**src/rtl/ddr3_timeout_timer.sv**
```systemverilog
// Run timer for the read checker: cleared on arm, counts while enabled and
// flags expiry when it reaches TIMEOUT_CYCLES-1. Holds at expiry so it never wraps.
module ddr3_timeout_timer #(
  parameter int unsigned TIMEOUT_CYCLES = 1024,
  localparam int unsigned CNT_W = $clog2(TIMEOUT_CYCLES)
) (
  input  logic clk,
  input  logic rst,
  input  logic clear,
  input  logic enable,
  output logic expire
);

  logic [CNT_W-1:0] count_q;
  logic [CNT_W-1:0] count_d;

  // Expiry flag is a pure decode of the current count
  always_comb begin
    expire = (count_q == CNT_W'(TIMEOUT_CYCLES - 1));
  end

  // Next count: clear has priority, then count up until expiry
  always_comb begin
    count_d = count_q;
    if (clear) begin
      count_d = '0;
    end else if (enable && !expire) begin
      count_d = count_q + 1'b1;
    end
  end

  // Count register
  always_ff @(posedge clk or posedge rst) begin
    if (rst) begin
      count_q <= '0;
    end else begin
      count_q <= count_d;
    end
  end

endmodule

```
**config.mk**
```make
export PLATFORM = sky130hd
export DESIGN_NAME = ddr3_timeout_timer
export DESIGN_NICKNAME = d
export VERILOG_FILES = /design/src/rtl/ddr3_timeout_timer.sv
export SDC_FILE = /design/constraint.sdc
export NUM_CORES = 1
export LEC_CHECK = 0
export CAP_MARGIN = 20
export CORE_MARGIN = 4
export CORE_UTILIZATION = 45
export CTS_BUF_LIST = sky130_fd_sc_hd__clkbuf_2
export CTS_CLUSTER_SIZE = 24
export DETAILED_ROUTE_END_ITERATION = 6
export SLEW_MARGIN = 20
export SYNTH_ARGS = -nofsm -noshare
export SYNTH_HDL_FRONTEND = slang
export SYNTH_SLANG_ARGS = --single-unit
```
**constraint.sdc**
```tcl
create_clock -name clk -period 3.8 [get_ports clk]
set_clock_uncertainty 0.1 [all_clocks]
set_input_delay 0.76 -clock clk [delete_from_list [all_inputs] [get_ports clk]]
set_output_delay 0.76 -clock clk [all_outputs]
set_load 0.005 [all_outputs]
```
==> metrics.cfg <==
[cts]
clock_path_buffers = 2
root_buffer = clkbuf_2
cts_tree = built
insertion_delay_ps = 250
clk_pin_slew_worst_paths_ps = 90
cts_made_buffers = 3
cts_resized = 0
ctsHoldBuffers = 0
cts_sinks = 10
htreeDepth = 1
post-cts-setup-buffers = 0

[synth]
synth_area_leaders = dfrtp_1, a41oi_1, a311oi_1, a211oi_2, a211oi_1
ys_types = 33
synth_warnings = 0
ys_ff_latch = 10
synth_top_area_share_pct = 39.4
synthCells = 66
syn_area_per_cell_um2 = 9.63
synth_largest_area_cell = dfrtp_1
synth-edff-count = 0
seq_area_frac_synth_pct = 39.4
netlist_area_um2 = 636
synthFlopType = dfrtp_1
async_flop_share_pct = 100
synth_nets = 71

[place]
dp_hpwl_um = 953
gp_congestion = 0.799
place_ws_ps = 1380
placedCellCount = 81
io_buffers = 4

[timing]
slew_headroom_pct = 69.8
hold_viol_final = 0
worst_pin_slew_ps = 451
max_freq_mhz = 366
period_share_pct = 71.8
setup_slack_ps = 1070
slew_violations = 0
setup_violations = 0
period_minus_slack_ps = 2730
fin_tns_setup_ps = 0
rsz0062_at_grt = no

[final_layout]
drive_gt1_share_pct = 11.6
area_growth_pct = 7.28
largest_reg_flops = 10
fin_nets = 76
final_cells = 84
diodes = 0
top_regs = count_q: 10 flops
top_register = count_q
final_common_cell = dfrtp_1
final_cell_mix = dfrtp_1, a41oi_1, clkdlybuf4s50_1

[power]
ir_drop_mv = 0.128
power.density_nw_per_um2 = 301
total_leakage_power_nw = 0.261

[grt]
grt_pass1_vias = 489
grt_util_all_layers_pct = 14.7
grt_pass1_wl_um = 2190
grt_use_met1_pct = 21.0
top_usage_layer = met1
antenna_found_initial = 0
grt_max_degree = 14
grtUsageMet2_pct = 20.3
grt_overflow = 0
use_met3_pct = 3.56

[worst_setup_path]
endpoint_kind = output port
crit_required_ps = 2940
crit_start = count_q[0]$_DFFE_PP0P_
rrSetupSlack_ps = 1960
worstRegToRegCells = 4
crit_type = register to output port
critPathArrivalTime_ps = 1870
slowest_stage = clkdlybuf4s50_1
path_buf_inv = 1
r2r_start = count_q[0]$_DFFE_PP0P_
cp-start-kind = register
rr_endpoint = count_q[5]$_DFFE_PP0P_
crit_path_max_incr_delay_ps = 530
setup.worst_path.end = expire
worstPathCellList = ha_1, nand2_1, nor3_1, clkdlybuf4s50_1
crit_family = buffers and inverters
path_depth = 4
cp_max_fo = 8

[route]
drc = 0
drt_first_pass_iters = 4
viasPerCell = 6.43
ant_nets = 0
drt-total-wl_um = 1310
dr_total_vias = 540
drtIter0Drc = 14
routedWlPerCell_um = 15.6

[hold_path]
worst_hold_path_type = register to register

[floorplanning]
die_h_um = 45.6
die_x_um = 45.6
io_pins = 5
num_rows = 13
core_area_um2 = 1320
initial_core_util_pct = 48.2
dieArea_um2 = 2080

[run]
max_cap_violations = 0

[outcome]
status = complete, no violations

how the worst min path moves through the flow:
stage,startpoint,to,slack (ps),depth (start not counted)
2_1_floorplan,count_q[6]$_DFFE_PP0P_,count_q[6]$_DFFE_PP0P_,420,1
3_3_place_gp,count_q[2]$_DFFE_PP0P_,count_q[2]$_DFFE_PP0P_,460,1
3_5_place_dp,count_q[2]$_DFFE_PP0P_,count_q[2]$_DFFE_PP0P_,470,1
4_1_cts,count_q[2]$_DFFE_PP0P_,count_q[2]$_DFFE_PP0P_,480,1
5_1_grt,count_q[2]$_DFFE_PP0P_,count_q[2]$_DFFE_PP0P_,500,1
6_report,count_q[2]$_DFFE_PP0P_,count_q[2]$_DFFE_PP0P_,480,1
area by class of cell:
class	instances	area (um2)
Tap cell	15	18.8
Inverter	3	11.3
Sequential cell	10	250
Multi-Input combinational cell	49	347
Clock buffer	3	15.0
Fill cell	126	636
Timing Repair Buffer	4	40.0
power breakdown:
| part | switching [W] | total (W) | internal [W] |
|---|---|---|---|
| Combinational | 0.0000166 | 0.0000298 | 0.0000132 |
| Sequential | 0.00000781 | 0.000119 | 0.000112 |
| Clock | 0.0000343 | 0.0000558 | 0.0000215 |
| Total | 0.0000587 | 0.000205 | 0.000146 |
synthesized netlist by cell type (all sizes together), types with 2 or more instances:
| cell | n |
|---|---|
| nor2 | 2 |
| nor2b | 3 |
| dfrtp | 10 |
| nand3 | 3 |
| nor3 | 3 |
| inv | 3 |
| a41oi | 4 |
| nor4 | 2 |
| and3 | 3 |
| nand2b | 2 |
| a21oi | 2 |
| nand4 | 3 |
| a311oi | 3 |
| a211oi | 5 |
| buf | 3 |
| nand2 | 2 |
| a31oi | 2 |
worst reg2reg max path, delay by kind of cell (launching register included):
family	cells	cell delay, ps
AO/OA/AOI/OAI	1	270
adder cells (fa/ha/maj)	1	320
flip-flops	1	450
multiplexers	1	340
AND/OR/NAND/NOR	1	260
through the flow:
stage / power, W / utilization [%] / hold slack [ps] / cell area [um2]
floorplan: 0.000142 / - / 416 / 636
global placement: 0.000151 / 50.6 / 461 / 667
detailed placement: 0.000151 / 50.6 / 467 / 667
CTS: 0.000208 / 51.8 / 479 / 682
global route: 0.000218 / 51.8 / 505 / 682
finish: 0.000205 / 51.8 / 475 / 682
layer usage:
layer / share of wire, % / routed length [um] / vias to the layer above
li1: - / - / 270
met1: 53 / 690 / 257
met2: 42 / 552 / 9
met3: 3.7 / 49 / 4
met4: 1.6 / 21 / 0
met5: 0 / 0 / -
kinds of logic (layout without fill, tap and decap cells):
logic type                 Yosys count  count (layout)  share of synthesized area (%)
DFF                                 10              10                           39.4
AOI/OAI and AO/OA                   19              19                           24.2
buffers and inverters                7              10                           6.10
muxes                                1               1                           1.77
adders and majority gates            1               1                           1.97
and+or+nand+nor                     28              28                           26.6
No activity file was read; power rests on OpenSTA's default activity.
